--- src/rtl/mips_isa_pkg.sv ---
// MIPS ISA encodings shared by the instruction encoder and the control decoder.
package mips_isa_pkg;

    typedef enum logic [4:0] {
        OP_ADD  = 5'd0,
        OP_SUB,
        OP_AND,
        OP_OR,
        OP_SLT,
        OP_JR,
        OP_LW,
        OP_SW,
        OP_BEQ,
        OP_BNE,
        OP_BGEZ,
        OP_BGTZ,
        OP_BLEZ,
        OP_BLTZ,
        OP_ADDI,
        OP_ANDI,
        OP_ORI,
        OP_J,
        OP_JAL
    } op_sel_e;

    localparam int NUM_OPS = 19;

    localparam logic [5:0] OPC_RTYPE  = 6'b000000;
    localparam logic [5:0] OPC_REGIMM = 6'b000001;
    localparam logic [5:0] OPC_J      = 6'b000010;
    localparam logic [5:0] OPC_JAL    = 6'b000011;
    localparam logic [5:0] OPC_BEQ    = 6'b000100;
    localparam logic [5:0] OPC_BNE    = 6'b000101;
    localparam logic [5:0] OPC_BLEZ   = 6'b000110;
    localparam logic [5:0] OPC_BGTZ   = 6'b000111;
    localparam logic [5:0] OPC_ADDI   = 6'b001000;
    localparam logic [5:0] OPC_ANDI   = 6'b001100;
    localparam logic [5:0] OPC_ORI    = 6'b001101;
    localparam logic [5:0] OPC_LW     = 6'b100011;
    localparam logic [5:0] OPC_SW     = 6'b101011;

    localparam logic [5:0] FN_ADD = 6'b100000;
    localparam logic [5:0] FN_SUB = 6'b100010;
    localparam logic [5:0] FN_AND = 6'b100100;
    localparam logic [5:0] FN_OR  = 6'b100101;
    localparam logic [5:0] FN_SLT = 6'b101010;
    localparam logic [5:0] FN_JR  = 6'b001000;

    // rt doubles as a sub-opcode for REGIMM branches; BGTZ/BLEZ require it zero
    localparam logic [4:0] RT_BLTZ = 5'b00000;
    localparam logic [4:0] RT_BGEZ = 5'b00001;
    localparam logic [4:0] RT_ZERO = 5'b00000;

    typedef struct packed {
        logic [4:0]  rs;
        logic [4:0]  rt;
        logic [4:0]  rd;
        logic [15:0] imm;
        logic [25:0] target;
    } instr_fields_t;

    function automatic logic [31:0] enc_r(input logic [4:0] rs, input logic [4:0] rt,
                                          input logic [4:0] rd, input logic [5:0] funct);
        return {OPC_RTYPE, rs, rt, rd, 5'd0, funct};
    endfunction

    function automatic logic [31:0] enc_i(input logic [5:0] opc, input logic [4:0] rs,
                                          input logic [4:0] rt, input logic [15:0] imm);
        return {opc, rs, rt, imm};
    endfunction

    function automatic logic [31:0] enc_j(input logic [5:0] opc, input logic [25:0] target);
        return {opc, target};
    endfunction

endpackage

--- src/rtl/instr_word_pack.sv ---
// Combinational mnemonic-to-word packer; zero latency, no flow control.
module instr_word_pack
    import mips_isa_pkg::*;
(
    input  logic [4:0]    op_sel,
    input  instr_fields_t fields,
    output logic [31:0]   word,
    output logic          legal
);

    always_comb begin
        word  = '0;
        legal = 1'b1;
        case (op_sel_e'(op_sel))
            OP_ADD:  word = enc_r(fields.rs, fields.rt, fields.rd, FN_ADD);
            OP_SUB:  word = enc_r(fields.rs, fields.rt, fields.rd, FN_SUB);
            OP_AND:  word = enc_r(fields.rs, fields.rt, fields.rd, FN_AND);
            OP_OR:   word = enc_r(fields.rs, fields.rt, fields.rd, FN_OR);
            OP_SLT:  word = enc_r(fields.rs, fields.rt, fields.rd, FN_SLT);
            OP_JR:   word = enc_r(fields.rs, 5'd0, 5'd0, FN_JR);
            OP_LW:   word = enc_i(OPC_LW, fields.rs, fields.rt, fields.imm);
            OP_SW:   word = enc_i(OPC_SW, fields.rs, fields.rt, fields.imm);
            OP_BEQ:  word = enc_i(OPC_BEQ, fields.rs, fields.rt, fields.imm);
            OP_BNE:  word = enc_i(OPC_BNE, fields.rs, fields.rt, fields.imm);
            // single-register branches ignore the rt input entirely
            OP_BGEZ: word = enc_i(OPC_REGIMM, fields.rs, RT_BGEZ, fields.imm);
            OP_BGTZ: word = enc_i(OPC_BGTZ, fields.rs, RT_ZERO, fields.imm);
            OP_BLEZ: word = enc_i(OPC_BLEZ, fields.rs, RT_ZERO, fields.imm);
            OP_BLTZ: word = enc_i(OPC_REGIMM, fields.rs, RT_BLTZ, fields.imm);
            OP_ADDI: word = enc_i(OPC_ADDI, fields.rs, fields.rt, fields.imm);
            OP_ANDI: word = enc_i(OPC_ANDI, fields.rs, fields.rt, fields.imm);
            OP_ORI:  word = enc_i(OPC_ORI, fields.rs, fields.rt, fields.imm);
            OP_J:    word = enc_j(OPC_J, fields.target);
            OP_JAL:  word = enc_j(OPC_JAL, fields.target);
            default: legal = 1'b0;
        endcase
    end

endmodule

--- src/rtl/instr_encoder.sv ---
// Encodes one instruction per handshake and writes it to imem at an auto-incrementing address.
// imem_we rises the cycle after accept; in_ready is low while a write awaits imem_ack, on rewind, or when full.
module instr_encoder
    import mips_isa_pkg::*;
#(
    parameter int          ADDR_W    = 8,
    parameter int unsigned BASE_ADDR = 0
) (
    input  logic              clk,
    input  logic              reset,
    input  logic              in_valid,
    output logic              in_ready,
    input  logic [4:0]        op_sel,
    input  logic [4:0]        rs,
    input  logic [4:0]        rt,
    input  logic [4:0]        rd,
    input  logic [15:0]       imm,
    input  logic [25:0]       target,
    input  logic              rewind,
    output logic              imem_we,
    output logic [ADDR_W-1:0] imem_addr,
    output logic [31:0]       imem_wdata,
    input  logic              imem_ack,
    output logic              bad_op,
    output logic              full,
    output logic [ADDR_W:0]   count
);

    localparam logic [ADDR_W-1:0] BASE = ADDR_W'(BASE_ADDR);
    localparam logic [ADDR_W-1:0] LAST = '1;

    typedef enum logic [1:0] {
        S_IDLE,
        S_WRITE,
        S_FULL
    } state_t;

    state_t        state;
    instr_fields_t fields;
    logic [31:0]   packed_word;
    logic          packed_legal;

    assign fields = '{rs: rs, rt: rt, rd: rd, imm: imm, target: target};

    instr_word_pack u_pack (
        .op_sel (op_sel),
        .fields (fields),
        .word   (packed_word),
        .legal  (packed_legal)
    );

    // rewind takes priority over a same-cycle instruction
    assign in_ready = (state == S_IDLE) && !rewind && !reset;

    always_ff @(posedge clk) begin
        if (reset) begin
            state      <= S_IDLE;
            imem_we    <= 1'b0;
            imem_addr  <= BASE;
            imem_wdata <= '0;
            bad_op     <= 1'b0;
            full       <= 1'b0;
            count      <= '0;
        end else begin
            bad_op <= 1'b0;
            case (state)
                S_IDLE: begin
                    if (rewind) begin
                        imem_addr <= BASE;
                        count     <= '0;
                        full      <= 1'b0;
                    end else if (in_valid) begin
                        if (packed_legal) begin
                            imem_wdata <= packed_word;
                            imem_we    <= 1'b1;
                            state      <= S_WRITE;
                        end else begin
                            bad_op <= 1'b1;
                        end
                    end
                end
                S_WRITE: begin
                    if (imem_ack) begin
                        imem_we <= 1'b0;
                        count   <= count + (ADDR_W+1)'(1);
                        if (imem_addr == LAST) begin
                            full  <= 1'b1;
                            state <= S_FULL;
                        end else begin
                            imem_addr <= imem_addr + ADDR_W'(1);
                            state     <= S_IDLE;
                        end
                    end
                end
                S_FULL: begin
                    if (rewind) begin
                        imem_addr <= BASE;
                        count     <= '0;
                        full      <= 1'b0;
                        state     <= S_IDLE;
                    end
                end
                default: state <= S_IDLE;
            endcase
        end
    end

endmodule

--- config.mk ---
export PLATFORM = sky130hd
export DESIGN_NAME = instr_encoder
export DESIGN_NICKNAME = d
export VERILOG_FILES = /design/src/rtl/mips_isa_pkg.sv /design/src/rtl/instr_word_pack.sv /design/src/rtl/instr_encoder.sv
export SDC_FILE = /design/constraint.sdc
export NUM_CORES = 1
export LEC_CHECK = 0
export CAP_MARGIN = 25
export CORE_MARGIN = 1.5
export CORE_UTILIZATION = 40
export DETAILED_ROUTE_END_ITERATION = 10
export PLACE_DENSITY_LB_ADDON = 0.2
export SYNTH_ARGS = -nofsm -noshare
export SYNTH_HDL_FRONTEND = slang
export SYNTH_SLANG_ARGS = --single-unit
--- constraint.sdc ---
create_clock -name clk -period 2.1 [get_ports clk]
set_input_delay 0.42 -clock clk [delete_from_list [all_inputs] [get_ports clk]]
set_output_delay 0.42 -clock clk [all_outputs]
set_load 0.005 [all_outputs]
==> results.toml <==
[outcome]
status = "complete, no violations"

[clocking]
hold_buffers = 0
cts-root-buf = "clkbuf_8"
clk_path_buf_depth = 2
cts.sinks = 53
clk_pin_slew_ps = 90
clk_latency_ps = 310
postCtsSetupBuffers = 0
cts_buffers = 5
cts.htree.levels = 2
cts_tree = "done"

[synth]
yosysWarnings = 0
synth_area_um2 = 2778
yosys.cell_types.count = 56
yosys.area.top_type_share = 0.3820
synth-edff-count = 0
synth-seq-cells = 53
syn_avg_cell_area_um2 = 8.218
synth.most_common_cell = "dfxtp_1"
synth.yosys.seq_area_share = 0.3820
synth_top_cell_by_area = "dfxtp_1"
syn-num-nets = 407
netlist_instances = 338
ys_async_sr_fraction = 0
synth_commonest_cells = "53 x dfxtp_1, 47 x nor2_1, 33 x a21oi_1"
ys_top_cells_by_area = "dfxtp_1 38%, nor2_1 6.4%, a21oi_1 5.9%"
synthFlopType = "dfxtp_1"

[critical_path]
crit_required_ps = 2330
critPathArrivalTime_ps = 2260
start_kind = "primary input"
crit_fanout = 35
worstSetupPathType = "in -> reg"
end_kind = "flip-flop"

[final_layout]
fin_cells = 555
drive_gt1_frac = 0.1242
nets = 543
final_core_util = 0.6470
diodes = 0
stdcell_area_um2 = 4372
synthToLayoutAreaGrowth_pct = 57.39
fillers = 611

[place]
place_area_um2 = 4255
placed_cells = 547
numPortBuffers = 118
hpwl_um = 6230
routabilityCongestion = 0.8687

[timing]
clock_skew_ps = 13.26
slew_violations = 0
fin_crit_sh = 0.9648
finalSetupViolCount = 0
max_freq_mhz = 493.6
period_minus_slack_ps = 2026
rsz0062_at_grt = "no"
hold_viol_final = 0

[floorplan]
die-area_um2 = 7453
ioPinCount = 120
num_rows = 30
fp.dieW_um = 86.33
die_y_um = 86.33
initial_core_util = 0.4111
core-area_um2 = 6756

[drt]
route.detailed.drc = 0
drt_first_iter_violations = 138
dr.pass1.iters = 4
routedWlPerCell_um = 15.38
wl_um = 8537
vias_per_cell = 5.564
vias = 3088
ant_nets = 0

[power_and_ir_drop]
seq_power_share = 0.487
switching_share = 0.2638
cellPowerDensity_nw_per_um2 = 498.9
internal-power_mw = 1.606
p_leak_nw = 1.550
ir_drop_uv = 223.3
power.switching_uw = 575.4
p_comb_frac = 0.232
clkPwrFrac = 0.281

[grt]
grt_max_degree = 42
grt_pass1_vias = 2933
antenna_found_initial = 0
grt_first_pass_wirelength_um = 13530
grt_usage = 0.2249
gr-total-overflow = 0

[hold_path]
min_path_type = "reg -> reg"

[flow_run]
cap_viol_max_count = 0
-- path summary, 6_finish.rpt --
check | from | to | slack, ps | cells past startpoint
setup / recovery | op_sel[0] | imem_wdata[9] | 70 | 7
hold / removal | full | full | 470 | 2
setup reg to reg | imem_addr[0] | imem_addr[7] | 390 | 6
hold reg to reg | full | full | 470 | 2
-- layout make-up --
cell class / count / area (um^2) / area share
Sequential cell: 53 / 1061 / 0.2427
Inverter: 5 / 18.77 / 0.004293
Clock inverter: 2 / 13.76 / 0.003148
Multi-Input combinational cell: 250 / 1564 / 0.3578
Clock buffer: 6 / 82.58 / 0.01889
Tap cell: 80 / 100.1 / 0.02290
Timing Repair Buffer: 159 / 1531 / 0.3503
-- registers in the layout, indices dropped and copies added (netlist names) --
| register | cells |
|---|---|
| state | 2 |
| imem_we | 1 |
| count | 9 |
| imem_addr | 8 |
| full | 1 |
| bad_op | 1 |
| imem_wdata | 31 |
-- worst max-delay path, stage by stage --
cell and delay [ps]:
clkdlybuf4s50_1 440, a211o_1 380, a2111oi_4 430, buf_12 240, buf_4 160, nor2_1 40, nor3_1 130
-- timing repair --
action | CTS | global route
pin swaps | 0 | 2
gates cloned | 0 | 0
setup endpoints to repair | 5 | 12
gates resized for setup | 2 | 3
-- per-layer routing --
metal	track usage	wire length [um]	up-vias
li1	-	-	1530
met1	0.2989	3926	1434
met2	0.3601	3932	106
met3	0.04286	475	18
met4	0.08944	203	0
met5	0	0	-
-- layout by cell type, fill, tap and decap left out, drive strengths merged, types with 3 or more instances in the layout --
| cell | synthesis | routed |
|---|---|---|
| clkdlybuf4s50 | 0 | 116 |
| dfxtp | 53 | 53 |
| nor2 | 47 | 47 |
| buf | 18 | 41 |
| a21oi | 33 | 33 |
| nand2 | 17 | 17 |
| nor3 | 17 | 17 |
| o21ai | 14 | 14 |
| a211oi | 14 | 14 |
| a221oi | 12 | 12 |
| nand2b | 11 | 11 |
| or4 | 6 | 6 |
| o31ai | 6 | 6 |
| nand3b | 6 | 6 |
| clkbuf | 12 | 6 |
| a222oi | 5 | 5 |
| inv | 5 | 5 |
| nand3 | 5 | 5 |
| nor2b | 4 | 4 |
| xnor2 | 4 | 4 |
| or3 | 4 | 4 |
| a311oi | 4 | 4 |
| nand4 | 3 | 3 |
| xor2 | 3 | 3 |
-- through the flow --
step	total power [mW]	worst slack [ps]	setup TNS [ps]	hold WS, ps
3_3_place_gp	1.577	-263.5	-6367	452.4
6_report	2.181	73.93	0	468.0
3_5_place_dp	1.585	-341.2	-7388	451.0
2_1_floorplan	1.284	226.4	0	448.3
5_1_grt	2.292	5.911	0	487.9
4_1_cts	2.200	13.24	0	469.2
-- cells by family after synthesis --
logic type / after synthesis / share of synthesized area
DFF: 53 / 0.3820
and+or+nand+nor: 134 / 0.2473
AOI/OAI and AO/OA: 105 / 0.2739
buffers and inverters: 35 / 0.06036
xor gates and xnor gates: 7 / 0.02207
adders and majority gates: 2 / 0.009008
muxes: 1 / 0.004054
other: 1 / 0.001350
-- power groups by stage --
stage	combinational, mW	sequential, mW	clock (mW)
after global placement	0.493	1.08	0
after CTS	0.505	1.06	0.633
after floorplan	0.197	1.09	0
final	0.505	1.06	0.613
after global routing	0.545	1.07	0.680
after detailed placement	0.500	1.09	0
Note: power is estimated with default switching activity, not from simulation.
